==> config.mk <==
export PLATFORM = sky130hd
export DESIGN_NAME = pc_fetch_ctrl
export DESIGN_NICKNAME = d
export VERILOG_FILES = /design/src/rtl/core_pkg.sv /design/src/rtl/target_adder.sv /design/src/rtl/pc_fetch_ctrl.sv
export SDC_FILE = /design/constraint.sdc
export NUM_CORES = 1
export LEC_CHECK = 0
export CORE_MARGIN = 2
export CORE_UTILIZATION = 55
export CTS_BUF_LIST = sky130_fd_sc_hd__clkbuf_8 sky130_fd_sc_hd__clkbuf_16
export CTS_CLUSTER_SIZE = 20
export DETAILED_ROUTE_END_ITERATION = 8
export DONT_BUFFER_PORTS = 1
export GPL_TIMING_DRIVEN = 0
export PLACE_DENSITY_LB_ADDON = 0.25
export SYNTH_ARGS = -nofsm -noshare
export SYNTH_HDL_FRONTEND = slang
export SYNTH_SLANG_ARGS = --single-unit
==> constraint.sdc <==
create_clock -name i_clk -period 2.35 [get_ports i_clk]
set_input_delay 0.47 -clock i_clk [delete_from_list [all_inputs] [get_ports i_clk]]
set_output_delay 0.47 -clock i_clk [all_outputs]
set_load 0.005 [all_outputs]
==> src/rtl/core_pkg.sv <==
// ---------------------------------------------------------------------------
// core_pkg
// Shared types and constants for the RV32I front end.
//   XLEN             : architectural register / address width
//   DEFAULT_RESET_PC : PC value loaded on reset
//   fetch_state_t    : fetch controller FSM states
//   pc_incr()        : sequential next-PC (wraps modulo 2^32)
// ---------------------------------------------------------------------------
package core_pkg;

   localparam int unsigned XLEN = 32;

   localparam logic [XLEN-1:0] DEFAULT_RESET_PC = 32'h0000_0000;

   typedef enum logic [1:0] {
      StIdle  = 2'd0,
      StFetch = 2'd1,
      StWait  = 2'd2,
      StFull  = 2'd3
   } fetch_state_t;

   function automatic logic [XLEN-1:0] pc_incr(input logic [XLEN-1:0] pc);
      return pc + 32'd4;
   endfunction

endpackage

==> src/rtl/target_adder.sv <==
// ---------------------------------------------------------------------------
// target_adder
// Combinational jump/branch target generator, shared with the branch unit.
//   i_base     : jump base (PC for JAL/branches, rs1 for JALR)
//   i_imm      : sign-extended offset
//   i_jalr     : clear bit 0 of the sum (JALR semantics)
//   o_target   : (base + imm) mod 2^32, bit 0 cleared when i_jalr
//   o_misalign : target is not 4-byte aligned
// ---------------------------------------------------------------------------
module target_adder
   import core_pkg::*;
(
   input  logic [XLEN-1:0] i_base,
   input  logic [XLEN-1:0] i_imm,
   input  logic            i_jalr,
   output logic [XLEN-1:0] o_target,
   output logic            o_misalign
);

   logic [XLEN-1:0] w_sum;

   assign w_sum      = i_base + i_imm;
   assign o_target   = {w_sum[XLEN-1:1], w_sum[0] & ~i_jalr};
   // Misalignment is judged after the JALR bit-0 clear.
   assign o_misalign = |o_target[1:0];

endmodule

==> src/rtl/pc_fetch_ctrl.sv <==
// ---------------------------------------------------------------------------
// pc_fetch_ctrl
// PC register and single-outstanding instruction-fetch controller.
//   i_clk, i_rst_n      : clock, asynchronous active-low reset
//   i_base, i_imm       : redirect target operands
//   i_jump_valid, i_jalr: redirect request / JALR qualifier
//   o_imem_req/addr     : fetch request to instruction memory
//   i_imem_rvalid/rdata : fetch response
//   o_if_valid/pc/instr : instruction buffer towards decode
//   i_if_ready          : decode accepts the buffer
//   o_misalign_exc/addr : misaligned redirect target report (one-cycle pulse)
// ---------------------------------------------------------------------------
module pc_fetch_ctrl
   import core_pkg::*;
#(
   parameter logic [XLEN-1:0] RESET_PC = DEFAULT_RESET_PC
) (
   input  logic            i_clk,
   input  logic            i_rst_n,
   input  logic [XLEN-1:0] i_base,
   input  logic [XLEN-1:0] i_imm,
   input  logic            i_jump_valid,
   input  logic            i_jalr,
   output logic            o_imem_req,
   output logic [XLEN-1:0] o_imem_addr,
   input  logic            i_imem_rvalid,
   input  logic [XLEN-1:0] i_imem_rdata,
   output logic            o_if_valid,
   output logic [XLEN-1:0] o_if_pc,
   output logic [XLEN-1:0] o_if_instr,
   input  logic            i_if_ready,
   output logic            o_misalign_exc,
   output logic [XLEN-1:0] o_misalign_addr
);

   fetch_state_t    r_state;
   fetch_state_t    w_state_nxt;
   logic [XLEN-1:0] r_pc;
   logic [XLEN-1:0] w_pc_nxt;
   logic            r_kill;
   logic            w_kill_nxt;
   logic            r_if_valid;
   logic            w_if_valid_nxt;
   logic [XLEN-1:0] r_if_pc;
   logic [XLEN-1:0] w_if_pc_nxt;
   logic [XLEN-1:0] r_if_instr;
   logic [XLEN-1:0] w_if_instr_nxt;
   logic            r_misalign_exc;
   logic            w_misalign_exc_nxt;
   logic [XLEN-1:0] r_misalign_addr;
   logic [XLEN-1:0] w_misalign_addr_nxt;

   logic [XLEN-1:0] w_target;
   logic            w_misalign;
   logic            w_redirect;
   logic            w_bad_jump;

   target_adder u_target_adder (
      .i_base     (i_base),
      .i_imm      (i_imm),
      .i_jalr     (i_jalr),
      .o_target   (w_target),
      .o_misalign (w_misalign)
   );

   // A misaligned target never redirects; it only raises the exception pulse.
   assign w_redirect = i_jump_valid & ~w_misalign;
   assign w_bad_jump = i_jump_valid & w_misalign;

   always_comb begin
      w_state_nxt         = r_state;
      w_pc_nxt            = r_pc;
      w_kill_nxt          = r_kill;
      w_if_valid_nxt      = r_if_valid;
      w_if_pc_nxt         = r_if_pc;
      w_if_instr_nxt      = r_if_instr;
      w_misalign_exc_nxt  = w_bad_jump;
      w_misalign_addr_nxt = w_bad_jump ? w_target : r_misalign_addr;
      o_imem_req          = 1'b0;

      unique case (r_state)
         StIdle: begin
            w_state_nxt = StFetch;
            if (w_redirect) begin
               w_pc_nxt = w_target;
            end
         end

         StFetch: begin
            o_imem_req  = 1'b1;
            w_state_nxt = StWait;
            // The request going out this cycle is on the wrong path.
            if (w_redirect) begin
               w_pc_nxt   = w_target;
               w_kill_nxt = 1'b1;
            end
         end

         StWait: begin
            if (w_redirect) begin
               w_pc_nxt = w_target;
               if (i_imem_rvalid) begin
                  // Response arriving with the redirect is stale: drop it now.
                  w_kill_nxt  = 1'b0;
                  w_state_nxt = StFetch;
               end else begin
                  w_kill_nxt = 1'b1;
               end
            end else if (i_imem_rvalid) begin
               if (r_kill) begin
                  w_kill_nxt  = 1'b0;
                  w_state_nxt = StFetch;
               end else begin
                  w_if_valid_nxt = 1'b1;
                  w_if_pc_nxt    = r_pc;
                  w_if_instr_nxt = i_imem_rdata;
                  w_pc_nxt       = pc_incr(r_pc);
                  w_state_nxt    = StFull;
               end
            end
         end

         StFull: begin
            // Redirect takes priority over decode accepting the buffer.
            if (w_redirect) begin
               w_pc_nxt       = w_target;
               w_if_valid_nxt = 1'b0;
               w_state_nxt    = StFetch;
            end else if (i_if_ready) begin
               w_if_valid_nxt = 1'b0;
               w_state_nxt    = StFetch;
            end
         end

         default: begin
            w_state_nxt = StIdle;
         end
      endcase
   end

   always_ff @(posedge i_clk or negedge i_rst_n) begin
      if (!i_rst_n) begin
         r_state         <= StIdle;
         r_pc            <= RESET_PC;
         r_kill          <= 1'b0;
         r_if_valid      <= 1'b0;
         r_if_pc         <= '0;
         r_if_instr      <= '0;
         r_misalign_exc  <= 1'b0;
         r_misalign_addr <= '0;
      end else begin
         r_state         <= w_state_nxt;
         r_pc            <= w_pc_nxt;
         r_kill          <= w_kill_nxt;
         r_if_valid      <= w_if_valid_nxt;
         r_if_pc         <= w_if_pc_nxt;
         r_if_instr      <= w_if_instr_nxt;
         r_misalign_exc  <= w_misalign_exc_nxt;
         r_misalign_addr <= w_misalign_addr_nxt;
      end
   end

   assign o_imem_addr     = r_pc;
   assign o_if_valid      = r_if_valid;
   assign o_if_pc         = r_if_pc;
   assign o_if_instr      = r_if_instr;
   assign o_misalign_exc  = r_misalign_exc;
   assign o_misalign_addr = r_misalign_addr;

endmodule

==> impl_metrics.toml <==
[setup_path]
cpMostUsedCell = "a211oi_2"
crit_path_max_incr_delay_ps = 360
path_class = "input pin to flop"
crit_family = "compound AO/OA/AOI/OAI gates"
cp_data_required_time_ps = 2660
worstPathCellList = "ha_4 -> fa_2 -> a211oi_2 -> o21bai_2 -> a221oi_2 -> a211oi_2 -> o41ai_2 -> a21oi_1 -> or3_4 -> a31o_1"
crit_arrival_ps = 2700
cpMaxStageDelayCell = "or3_4"
worstSetupEndpointType = "flop"
cp_max_fo = 3
critPathBufInv = 0
worstSetupStartpointType = "input pin"

[synthesis]
synth.distinct_cells = 63
async_reset_ff_share_pct = 100
synth_edf_count = 0
yosys.area.top_type = "dfrtp_1"
synth-seq-cells = 133
syn_avg_cell_area_um2 = 8.48
synth.area.top_cells = "dfrtp_1 45%, nand2_1 13%, ha_1 6.1%"
ys_seq_area_share_pct = 45.2
syn_nets = 1006
synth_warnings = 0
syn_inst = 867
synth_top_area_share_pct = 45.2
syn-cell-area_um2 = 7360
ys.flop_type = "dfrtp_1"

[global_routing]
antenna_found_initial = 0
grt_use_total_pct = 28.8
grt.overflow.total = 0
grt_pass1_wl_mm = 32.6
grt_pass1_vias = 6238
grt_max_degree = 134

[clock_network]
cts_buffers = 17
cts_tree = "built"
root_buffer = "clkbuf_16"
cts_buffer_depth = 2
cts.sinks = 133
clk_latency_ps = 420
clkSlewWorstSetupHoldPaths_ps = 60
htree_levels = 4

[detailed_routing]
drc = 0
drt_pass1_iterations = 5
drt_iter0_drc = 488
num_vias = 6477
final_antenna_net_count = 0
wire_per_inst_um = 18.8
routed_wl_mm = 20.5
via_per_inst = 5.96

[job]
cap_violations = 0

[placed_design]
place_area_um2 = 7650
globalplace.congestion = 0.938
io_buffers = 0
place_hpwl_mm = 15.2
dp_cells = 1043
pre_cts_ws_ps = -838

[outcome]
violations = "negative hold slack, negative setup slack"
outcome = "finished with violations"

[worst_hold_path]
hp-class = "input pin to asynchronous set/reset pin"

[final_layout]
post-route-util_pct = 65.1
final_cells = 1087
multi_input_area_um2 = 4080
design_area_um2 = 8550
n_fill_cell = 1124
diodes = 0
final_nets = 1037
layout-drive-gt1-share_pct = 13.2
final_cell_mix = "256 x nand2_1, 132 x dfrtp_1, 58 x a21oi_1, 52 x o21ai_0, 36 x nor2_1"
final_common_cell = "nand2_1"
syn2layout_area_growth_pct = 16.3
regArea_um2 = 3330

[timing]
fin_ws_ps = -39.3
min_period_over_period_pct = 102
rsz0062_at_grt = "true"
finalSetupViolCount = 2
fmax_mhz = 419
tightest_slew_ps = 578
slew_violations = 0
finalHoldViolCount = 133
fin_crit_ps = 2390
fin_skew_ps = 11.7
whs_ps = -251
max_slew_margin_pct = 61.5
finalSetupTns_ps = -39.6

[die]
rows = 42
die_w_um = 120
dieArea_um2 = 14300
start_util_pct = 56.0
num_io_pins = 233
die_y_um = 120
core_area_um2 = 13100

[power]
power.leakage_nw = 4.09
p_total_mw = 8.93
power_density_nw_per_um2 = 1040
ir_worst_vdd_mv = 0.516
==> worst paths after layout <==
| kind | cells past startpoint | slack, ps | end | start |
|---|---|---|---|---|
| max reg2reg | 10 | 60 | o_imem_addr[30] | o_imem_addr[2] |
| min in group i_clk | 2 | 160 | o_if_instr[20] | i_imem_rdata[20] |
| max | 10 | -40 | o_imem_addr[24] | i_base[0] |
| max in group asynchronous | 0 | 2420 | o_if_pc[24] | i_rst_n |
| min | 0 | -250 | o_misalign_addr[5] | i_rst_n |
| min reg2reg | 2 | 500 | o_if_instr[0] | o_if_instr[0] |
==> synthesized netlist by cell type, types with 7 or more instances <==
cell type  number
dfrtp_1       133
o21ai_0        59
ha_1           36
inv_1          17
a21o_1         18
nand3_1        28
xor2_1         15
a21oi_1        63
clkbuf_1       33
and3_1         14
and2_1          8
nor3_1         10
a31oi_1         7
xnor2_1        18
nor2_1         42
nand4_1        10
nand2_1       258
==> cell type report <==
class,instances,area share [%]
plain buffers,38,2.05
clock buffers,18,5.14
clock inverters,14,1.74
inverters,17,0.746
multi-input cells,678,47.7
flip-flops and latches,133,38.9
well taps,176,2.57
repair buffers,13,1.14
==> report_power, final <==
part	internal, mW	switching, mW
Sequential	3.12	1.03
Combinational	0.863	1.30
Clock	1.60	1.03
==> repair_timing <==
action	in CTS	in global routing
pin swaps	6	13
hold endpoints to repair	133	133
buffers inserted	1	12
gates resized for setup	19	47
setup endpoints to repair	97	40
gates cloned	0	0
==> routing by layer <==
layer	vias up	GRT usage (%)	routed length, um
met5	-	0	0
li1	3053	-	-
met4	0	9.56	522
met2	351	47.7	9450
met3	39	8.32	2100
met1	3034	36.4	8410
==> cells by family after synthesis <==
family          share of synthesized area, %
simple gates                            22.8
flops                                   45.2
fa+ha+maj                               6.40
mux                                    0.425
compound gates                          18.2
buf+inv                                 2.96
xor+xnor                                3.93
==> worst reg2reg max path: cells and delay by family (launching register included) <==
family | cells | cell delay, ps
adders and majority gates | 1 | 210
buffers and inverters | 1 | 180
and+or+nand+nor | 7 | 1150
xor gates and xnor gates | 1 | 190
DFF | 1 | 460
==> sequential cells by signal, summed over array words and instances (netlist names) <==
register and flops:
o_if_instr 32, o_if_pc 32, o_if_valid 1, o_imem_addr 32
o_misalign_addr 32, o_misalign_exc 1, r_kill 1, r_state 2
Note: power is estimated with default switching activity, not from simulation.
